==> config.mk <==
export PLATFORM = sky130hd
export DESIGN_NAME = vga_stripe_disp_flat
export DESIGN_NICKNAME = d
export VERILOG_FILES = /design/src/rtl/vga_stripe_disp_pkg.sv /design/src/rtl/vga_stripe_disp_if.sv /design/src/rtl/vga_stripe_disp_timing.sv /design/src/rtl/vga_stripe_disp.sv /design/src/flat_wrapper.sv
export SDC_FILE = /design/constraint.sdc
export NUM_CORES = 1
export LEC_CHECK = 0
export ABC_CLOCK_PERIOD_IN_PS = 2900
export BUFFER_PORTS_ARGS = -buffer_cell sky130_fd_sc_hd__buf_2
export CAP_MARGIN = 20
export CORE_ASPECT_RATIO = 1.4
export CORE_MARGIN = 3
export CORE_UTILIZATION = 61
export CTS_CLUSTER_DIAMETER = 80
export CTS_CLUSTER_SIZE = 8
export DETAILED_ROUTE_END_ITERATION = 7
export PLACE_DENSITY_LB_ADDON = 0.1
export SYNTH_ARGS = -nofsm -noshare
export SYNTH_HDL_FRONTEND = slang
export SYNTH_SLANG_ARGS = --single-unit
==> constraint.sdc <==
create_clock -name sysclk -period 2.9 [get_ports sysclk]
set_input_delay 0.435 -clock sysclk [delete_from_list [all_inputs] [get_ports sysclk]]
set_output_delay 0.435 -clock sysclk [all_outputs]
set_load 0.05 [all_outputs]
==> src/rtl/vga_stripe_disp_pkg.sv <==
// Shared VGA timing helpers, 640x480 defaults and the RGB pixel type.
package vga_pkg;
  localparam int DEF_H_ACTIVE = 640;
  localparam int DEF_H_FP     = 16;
  localparam int DEF_H_SYNC   = 96;
  localparam int DEF_H_BP     = 48;
  localparam int DEF_V_ACTIVE = 480;
  localparam int DEF_V_FP     = 10;
  localparam int DEF_V_SYNC   = 2;
  localparam int DEF_V_BP     = 33;
  localparam int DEF_COLOR_W  = 1;

  typedef logic [3*DEF_COLOR_W-1:0] rgb_t;

  function automatic int cw(input int n);
    return (n <= 1) ? 1 : $clog2(n);
  endfunction

  function automatic int total(input int act, input int fp, input int sync, input int bp);
    return act + fp + sync + bp;
  endfunction

  function automatic int sync_start(input int act, input int fp);
    return act + fp;
  endfunction

  function automatic int sync_end(input int act, input int fp, input int sync);
    return act + fp + sync - 1;
  endfunction
endpackage

==> src/rtl/vga_stripe_disp_if.sv <==
// Palette/mode controls in, VGA connector signals out.
interface vga_stripe_disp_if #(parameter int COLOR_W = 1);
  logic [COLOR_W-1:0]   r_in;
  logic [COLOR_W-1:0]   g_in;
  logic [COLOR_W-1:0]   b_in;
  logic                 set_pulse;
  logic                 clear;
  logic                 mode;
  logic                 hsync;
  logic                 vsync;
  logic                 disp_on;
  logic [3*COLOR_W-1:0] color;
  logic                 frame_start;

  modport master (
    output r_in, g_in, b_in, set_pulse, clear, mode,
    input  hsync, vsync, disp_on, color, frame_start
  );
  modport slave (
    input  r_in, g_in, b_in, set_pulse, clear, mode,
    output hsync, vsync, disp_on, color, frame_start
  );
endinterface

==> src/rtl/vga_stripe_disp_timing.sv <==
// Pixel divider, h/v counters, raw syncs, active flag and frame-start strobe.
module vga_timing_gen import vga_pkg::*; #(
  parameter int H_ACTIVE = DEF_H_ACTIVE,
  parameter int H_FP     = DEF_H_FP,
  parameter int H_SYNC   = DEF_H_SYNC,
  parameter int H_BP     = DEF_H_BP,
  parameter int V_ACTIVE = DEF_V_ACTIVE,
  parameter int V_FP     = DEF_V_FP,
  parameter int V_SYNC   = DEF_V_SYNC,
  parameter int V_BP     = DEF_V_BP,
  parameter int CLK_DIV  = 2,
  localparam int H_TOT   = total(H_ACTIVE, H_FP, H_SYNC, H_BP),
  localparam int V_TOT   = total(V_ACTIVE, V_FP, V_SYNC, V_BP),
  localparam int HW      = cw(H_TOT)
) (
  input  logic          sysclk,
  input  logic          reset,
  output logic          pix_en,
  output logic [HW-1:0] hc,
  output logic          hs_raw,
  output logic          vs_raw,
  output logic          active,
  output logic          frame_start
);
  localparam int VW   = cw(V_TOT);
  localparam int DW   = cw(CLK_DIV);
  localparam int HS_S = sync_start(H_ACTIVE, H_FP);
  localparam int HS_E = sync_end(H_ACTIVE, H_FP, H_SYNC);
  localparam int VS_S = sync_start(V_ACTIVE, V_FP);
  localparam int VS_E = sync_end(V_ACTIVE, V_FP, V_SYNC);

  logic          run;
  logic [DW-1:0] div_cnt;
  logic [VW-1:0] vc;

  // run holds pix_en off while in reset, which matters when CLK_DIV=1
  always_ff @(posedge sysclk or negedge reset) begin
    if (!reset) begin
      run     <= 1'b0;
      div_cnt <= '0;
    end else begin
      run     <= 1'b1;
      div_cnt <= (div_cnt == DW'(CLK_DIV-1)) ? '0 : div_cnt + 1'b1;
    end
  end

  assign pix_en = run && (div_cnt == DW'(CLK_DIV-1));

  always_ff @(posedge sysclk or negedge reset) begin
    if (!reset) begin
      hc <= '0;
      vc <= '0;
    end else if (pix_en) begin
      if (hc == HW'(H_TOT-1)) begin
        hc <= '0;
        vc <= (vc == VW'(V_TOT-1)) ? '0 : vc + 1'b1;
      end else begin
        hc <= hc + 1'b1;
      end
    end
  end

  assign hs_raw      = (hc >= HW'(HS_S)) && (hc <= HW'(HS_E));
  assign vs_raw      = (vc >= VW'(VS_S)) && (vc <= VW'(VS_E));
  assign active      = (hc < HW'(H_ACTIVE)) && (vc < VW'(V_ACTIVE));
  assign frame_start = pix_en && (hc == '0) && (vc == '0);
endmodule

==> src/rtl/vga_stripe_disp.sv <==
// VGA engine: frame-latched palette shown as a solid colour or equal-width vertical stripes.
module vga_stripe_disp import vga_pkg::*; #(
  parameter int H_ACTIVE    = DEF_H_ACTIVE,
  parameter int H_FP        = DEF_H_FP,
  parameter int H_SYNC      = DEF_H_SYNC,
  parameter int H_BP        = DEF_H_BP,
  parameter int V_ACTIVE    = DEF_V_ACTIVE,
  parameter int V_FP        = DEF_V_FP,
  parameter int V_SYNC      = DEF_V_SYNC,
  parameter int V_BP        = DEF_V_BP,
  parameter int CLK_DIV     = 2,
  parameter int COLOR_W     = DEF_COLOR_W,
  parameter int NUM_STRIPES = 4,
  parameter bit SYNC_POL    = 1'b0
) (
  input logic               sysclk,
  input logic               reset,
  vga_stripe_disp_if.slave  bus
);
  localparam int H_TOT    = total(H_ACTIVE, H_FP, H_SYNC, H_BP);
  localparam int HW       = cw(H_TOT);
  localparam int STRIPE_W = H_ACTIVE / NUM_STRIPES;
  localparam int SCW      = cw(STRIPE_W);
  localparam int IW       = cw(NUM_STRIPES);

  typedef logic [3*COLOR_W-1:0] pix_t;

  logic          pix_en, hs_raw, vs_raw, active, frame_start;
  logic [HW-1:0] hc;

  pix_t          pal    [NUM_STRIPES];
  pix_t          shadow [NUM_STRIPES];
  pix_t          last_col, shadow_last;
  logic          mode_q;
  logic [IW-1:0] wr_ptr, s_idx;
  logic [SCW-1:0] s_cnt;

  logic          sel_mode;
  pix_t          sel_last, sel_stripe, pix_color;
  logic          hsync_q, vsync_q, disp_q;
  pix_t          color_q;

  vga_timing_gen #(
    .H_ACTIVE(H_ACTIVE), .H_FP(H_FP), .H_SYNC(H_SYNC), .H_BP(H_BP),
    .V_ACTIVE(V_ACTIVE), .V_FP(V_FP), .V_SYNC(V_SYNC), .V_BP(V_BP),
    .CLK_DIV(CLK_DIV)
  ) u_timing (
    .sysclk(sysclk), .reset(reset), .pix_en(pix_en), .hc(hc),
    .hs_raw(hs_raw), .vs_raw(vs_raw), .active(active), .frame_start(frame_start)
  );

  always_ff @(posedge sysclk or negedge reset) begin
    if (!reset) begin
      for (int i = 0; i < NUM_STRIPES; i++) pal[i] <= '0;
      last_col <= '0;
      wr_ptr   <= '0;
    end else if (bus.clear) begin
      for (int i = 0; i < NUM_STRIPES; i++) pal[i] <= '0;
      last_col <= '0;
      wr_ptr   <= '0;
    end else if (bus.set_pulse) begin
      pal[wr_ptr] <= {bus.r_in, bus.g_in, bus.b_in};
      last_col    <= {bus.r_in, bus.g_in, bus.b_in};
      wr_ptr      <= (wr_ptr == IW'(NUM_STRIPES-1)) ? '0 : wr_ptr + 1'b1;
    end
  end

  always_ff @(posedge sysclk or negedge reset) begin
    if (!reset) begin
      for (int i = 0; i < NUM_STRIPES; i++) shadow[i] <= '0;
      shadow_last <= '0;
      mode_q      <= 1'b0;
    end else if (frame_start) begin
      shadow      <= pal;
      shadow_last <= last_col;
      mode_q      <= bus.mode;
    end
  end

  always_ff @(posedge sysclk or negedge reset) begin
    if (!reset) begin
      s_cnt <= '0;
      s_idx <= '0;
    end else if (pix_en) begin
      if (hc == HW'(H_TOT-1)) begin
        s_cnt <= '0;
        s_idx <= '0;
      end else if (hc < HW'(H_ACTIVE)) begin
        if (s_cnt == SCW'(STRIPE_W-1)) begin
          s_cnt <= '0;
          if (s_idx != IW'(NUM_STRIPES-1)) s_idx <= s_idx + 1'b1;
        end else begin
          s_cnt <= s_cnt + 1'b1;
        end
      end
    end
  end

  // Pixel (0,0) is rendered in the latch cycle itself, so it reads the values being latched
  always_comb begin
    sel_mode   = frame_start ? bus.mode : mode_q;
    sel_last   = frame_start ? last_col : shadow_last;
    sel_stripe = frame_start ? pal[s_idx] : shadow[s_idx];
    pix_color  = '0;
    if (active) pix_color = sel_mode ? sel_stripe : sel_last;
  end

  always_ff @(posedge sysclk or negedge reset) begin
    if (!reset) begin
      hsync_q <= ~SYNC_POL;
      vsync_q <= ~SYNC_POL;
      disp_q  <= 1'b0;
      color_q <= '0;
    end else if (pix_en) begin
      hsync_q <= hs_raw ? SYNC_POL : ~SYNC_POL;
      vsync_q <= vs_raw ? SYNC_POL : ~SYNC_POL;
      disp_q  <= active;
      color_q <= pix_color;
    end
  end

  assign bus.hsync       = hsync_q;
  assign bus.vsync       = vsync_q;
  assign bus.disp_on     = disp_q;
  assign bus.color       = color_q;
  assign bus.frame_start = frame_start;
endmodule

==> src/flat_wrapper.sv <==
// flat-port wrapper written by rule: the top's interface ports become plain ports
module vga_stripe_disp_flat import vga_pkg::*;
#(
  parameter int H_ACTIVE    = DEF_H_ACTIVE,
  parameter int H_FP        = DEF_H_FP,
  parameter int H_SYNC      = DEF_H_SYNC,
  parameter int H_BP        = DEF_H_BP,
  parameter int V_ACTIVE    = DEF_V_ACTIVE,
  parameter int V_FP        = DEF_V_FP,
  parameter int V_SYNC      = DEF_V_SYNC,
  parameter int V_BP        = DEF_V_BP,
  parameter int CLK_DIV     = 2,
  parameter int COLOR_W     = DEF_COLOR_W,
  parameter int NUM_STRIPES = 4,
  parameter bit SYNC_POL    = 1'b0
)
  (sysclk, reset, bus_r_in, bus_g_in, bus_b_in, bus_set_pulse, bus_clear, bus_mode, bus_hsync, bus_vsync, bus_disp_on, bus_color, bus_frame_start);
  vga_stripe_disp_if #(.COLOR_W(COLOR_W)) bus_i ();
  input logic sysclk;
  input logic reset;
  input wire logic [$bits(bus_i.r_in)-1:0] bus_r_in;
  input wire logic [$bits(bus_i.g_in)-1:0] bus_g_in;
  input wire logic [$bits(bus_i.b_in)-1:0] bus_b_in;
  input wire logic [$bits(bus_i.set_pulse)-1:0] bus_set_pulse;
  input wire logic [$bits(bus_i.clear)-1:0] bus_clear;
  input wire logic [$bits(bus_i.mode)-1:0] bus_mode;
  output wire logic [$bits(bus_i.hsync)-1:0] bus_hsync;
  output wire logic [$bits(bus_i.vsync)-1:0] bus_vsync;
  output wire logic [$bits(bus_i.disp_on)-1:0] bus_disp_on;
  output wire logic [$bits(bus_i.color)-1:0] bus_color;
  output wire logic [$bits(bus_i.frame_start)-1:0] bus_frame_start;
  assign bus_i.r_in = bus_r_in;
  assign bus_i.g_in = bus_g_in;
  assign bus_i.b_in = bus_b_in;
  assign bus_i.set_pulse = bus_set_pulse;
  assign bus_i.clear = bus_clear;
  assign bus_i.mode = bus_mode;
  assign bus_hsync = bus_i.hsync;
  assign bus_vsync = bus_i.vsync;
  assign bus_disp_on = bus_i.disp_on;
  assign bus_color = bus_i.color;
  assign bus_frame_start = bus_i.frame_start;
  vga_stripe_disp #(.H_ACTIVE(H_ACTIVE), .H_FP(H_FP), .H_SYNC(H_SYNC), .H_BP(H_BP), .V_ACTIVE(V_ACTIVE), .V_FP(V_FP), .V_SYNC(V_SYNC), .V_BP(V_BP), .CLK_DIV(CLK_DIV), .COLOR_W(COLOR_W), .NUM_STRIPES(NUM_STRIPES), .SYNC_POL(SYNC_POL)) u_core (.sysclk(sysclk), .reset(reset), .bus(bus_i));
endmodule
==> summary.txt <==
Run status
  – Status: finished, final reports clean

Timing
  – Final slew viol count: 0
  – Final Hold Vio Count: 0
  – Final period utilization: 83.3%
  – Final clock skew: 7.71 ps
  – Worst-Margin Slew: between 1000 and 1500 ps
  – Final setup vio count: 0
  – Max_slew headroom: between 30% and 40%
  – FMAX: roughly 410 MHz
  – Setup TNS: 0 ps
  – Period minus WS final: between 2000 and 2500 ps
  – Final setup margin: 483 ps
  – RSZ-0062 raised after global routing: false

Logic synthesis
  – Seq/Total Area, Yosys: between 40% and 50%
  – Post-synth EDFFs: 0
  – Synth unique cells: slightly above 50
  – Post-synth top cells: 69 x dfrtp_1, 35 x nand2_1, 32 x a21oi_1
  – Most used flip-flop cell after synthesis: dfrtp_1
  – Post-Synthesis Cells: 355
  – Yosys Warn Count: 0
  – Synth Register Bits: between 70 and 80
  – Area contributors post-synth: dfrtp_1 46%, mux2_2 5.1%, a21oi_1 4.3%
  – Area leader, netlist: dfrtp_1
  – Post-synthesis net count: around 370
  – Most frequent cell after synthesis: dfrtp_1
  – Synth Cell Area: 3730 um^2
  – Ys async rst share: 100%
  – Synth top area share: between 40% and 50%
  – Average size of a mapped cell: between 10 and 15 um^2

Routing
  – Starting DRC count in detailed routing: between 150 and 200
  – WL final: between 7000 and 8000 um
  – Post-route ant nets: 0
  – Via-to-Cell Ratio: about 6.2
  – Routed WL per cell: approximately 17 um
  – Drt first pass iters: 4
  – DRC: 0
  – Total number of vias: around 2,700

Floorplanning
  – Initial core utilization: roughly 63%
  – Core Rows: 33
  – Die height: 98.5 um
  – Die X: just over 70 um
  – Area of the core: a little under 6000 um^2
  – # IOs: 15
  – Die area: a little over 7000 um^2

Flow run
  – Max Cap Violations: 0

Pwr
  – Lkg Pwr: between 1.5 and 2 nW
  – VDD IR-drop max: approximately 360 uV
  – Final Power: around 2.6 mW
  – Power Density: between 600 and 700 nW/um^2

Min path
  – Hold Crit Class: input port to async pin

Worst setup path
  – CP endpoint kind: primary output
  – Setup crit start kind: flip-flop
  – WP data arrival: roughly 2000 ps
  – Crit path largest cell delay: approximately 460 ps
  – CP max FO: 6
  – Crit path required time: around 2500 ps
  – Crit path cell chain: nor4_4, and2_2, and2_1, buf_2
  – Kind of critical path: flip-flop to primary output
  – CP max-delay cell: dfrtp_1

Cells and area
  – Layout cells sized above 1: around 18%
  – Area grow syn2layout: 7.75%
  – Final #Nets: 384
  – Post-layout instance area: around 4000 um^2
  – Final core utilization: roughly two thirds
  – Fill cell count: between 400 and 500
  – # diodes: 0

Global route
  – Initial antenna violation count: 0
  – Largest net degree at the start of global routing: 44
  – Vias in the first global route: around 2,800
  – First-pass GRT wire length: approximately 13,000 um
  – Aggregate global-route resource usage: a little under a quarter
  – Total gr overflow: 0

Clocking
  – Post-CTS Setup Inserts: 0
  – Total CTS buffers: 9
  – Hold buffers post-CTS: 0
  – Sink Count: between 70 and 80
  – Post-cts resize count: 0
  – Clk slew on worst S/H paths: approximately 70 ps
  – Clk buf depth: 2
  – Clock Latency Late Sink: ~340 ps
  – TritonCTS clock tree: yes
  – Clock H-tree levels: 3
  – CTS Root Cell: clkbuf_8

Placed design
  – Gpl congestion: between 0.8 and 0.9
  – Pre-CTS WS: 771 ps
  – Final HPWL DP: 5490 um
  – IO buf count: 14
  – Placed inst area: about 3800 um^2
[registers in the layout (all words and copies together) (netlist names), 3 cells and up]
name and count:
u_core.s_cnt 8, u_core.u_timing.vc 10, u_core.shadow 12, u_core.u_timing.hc 10
u_core.last_col 3, u_core.shadow_last 3, u_core.bus.color 3, u_core.pal 12
[worst paths after layout]
path	to	start	slack, ps	cells after the start
hold reg to reg	u_core.u_timing.div_cnt$_DFF_PN0_	u_core.u_timing.div_cnt$_DFF_PN0_	470	1
min in group sysclk	u_core.pal[7]$_DFFE_PN0P_	bus_g_in	390	3
setup reg to reg	u_core.s_cnt[0]$_DFFE_PN0P_	u_core.u_timing.hc[0]$_DFFE_PN0P_	750	5
hold / removal	u_core.s_cnt[0]$_DFFE_PN0P_	reset	130	1
setup / recovery	bus_frame_start	u_core.u_timing.vc[5]$_DFFE_PN0P_	480	4
max in group asynchronous	u_core.u_timing.hc[1]$_DFFE_PN0P_	reset	2110	2
[per-stage QoR]
| stage | instances | hold slack, ps |
|---|---|---|
| 2_1_floorplan | 355 | 139 |
| 3_3_place_gp | 424 | 450 |
| 3_5_place_dp | 424 | 460 |
| 4_1_cts | 439 | 143 |
| 5_1_grt | 439 | 168 |
| 6_report | 439 | 126 |
[layout make-up]
| class | instances | area (um^2) | share of cell area (%) |
|---|---|---|---|
| Inverter | 10 | 37.5 | 0.934 |
| Timing Repair Buffer | 18 | 113 | 2.80 |
| Tap cell | 70 | 87.6 | 2.18 |
| Multi-Input combinational cell | 255 | 1790 | 44.6 |
| Clock inverter | 4 | 70.1 | 1.74 |
| Sequential cell | 71 | 1780 | 44.3 |
| Clock buffer | 11 | 141 | 3.52 |
[layer usage]
metal | routed length, um | vias to the layer above | global-route usage (%)
met4 | 159 | 0 | 11.0
met3 | 201 | 14 | 3.57
met1 | 3140 | 1328 | 28.3
met2 | 3990 | 51 | 42.0
met5 | 0 | - | 0
li1 | - | 1308 | -
[layout by cell type, fill, tap and decap left out, drive strengths merged, types with 2 or more instances in the layout]
cell type | netlist | layout
dfrtp | 69 | 69
nand2 | 35 | 35
a21oi | 32 | 32
nand3 | 26 | 26
o21ai | 24 | 24
buf | 5 | 18
mux2 | 17 | 17
nor2 | 11 | 11
ha | 11 | 11
clkbuf | 13 | 11
inv | 10 | 10
or3 | 9 | 9
mux2i | 9 | 9
nand4 | 7 | 7
and3 | 7 | 7
mux4 | 6 | 6
nor4 | 6 | 6
xor2 | 5 | 5
and4 | 5 | 5
and2 | 5 | 5
nor3 | 4 | 4
a211oi | 4 | 4
xnor2 | 4 | 4
nor2b | 3 | 3
a221o | 3 | 3
a31oi | 3 | 3
nor4b | 3 | 3
or4 | 2 | 2
o31ai | 2 | 2
bufinv | 0 | 2
clkinv | 0 | 2
dfstp | 2 | 2
[power by group]
part	switching, mW	internal (mW)	leakage, nW
combinational	0.249	0.234	0.729
sequential	0.124	1.12	0.942
clock	0.357	0.501	0.109
total	0.730	1.86	1.78
[kinds of logic after synthesis]
| group | count (synthesis) | synth area share, % |
|---|---|---|
| xor+xnor | 9 | 2.11 |
| buf+inv | 29 | 4.29 |
| other cells | 1 | 0.101 |
| mux | 32 | 11.2 |
| simple gates | 131 | 20.3 |
| fa+ha+maj | 11 | 3.69 |
| flops | 71 | 47.7 |
| compound gates | 71 | 10.7 |
[worst max-delay path: cells and delay by family (launching register included)]
kind / cells / cell delay, ps
simple gates: 3 / 890
flops: 1 / 460
buf+inv: 1 / 290
Power figures use the tool's default switching activity.
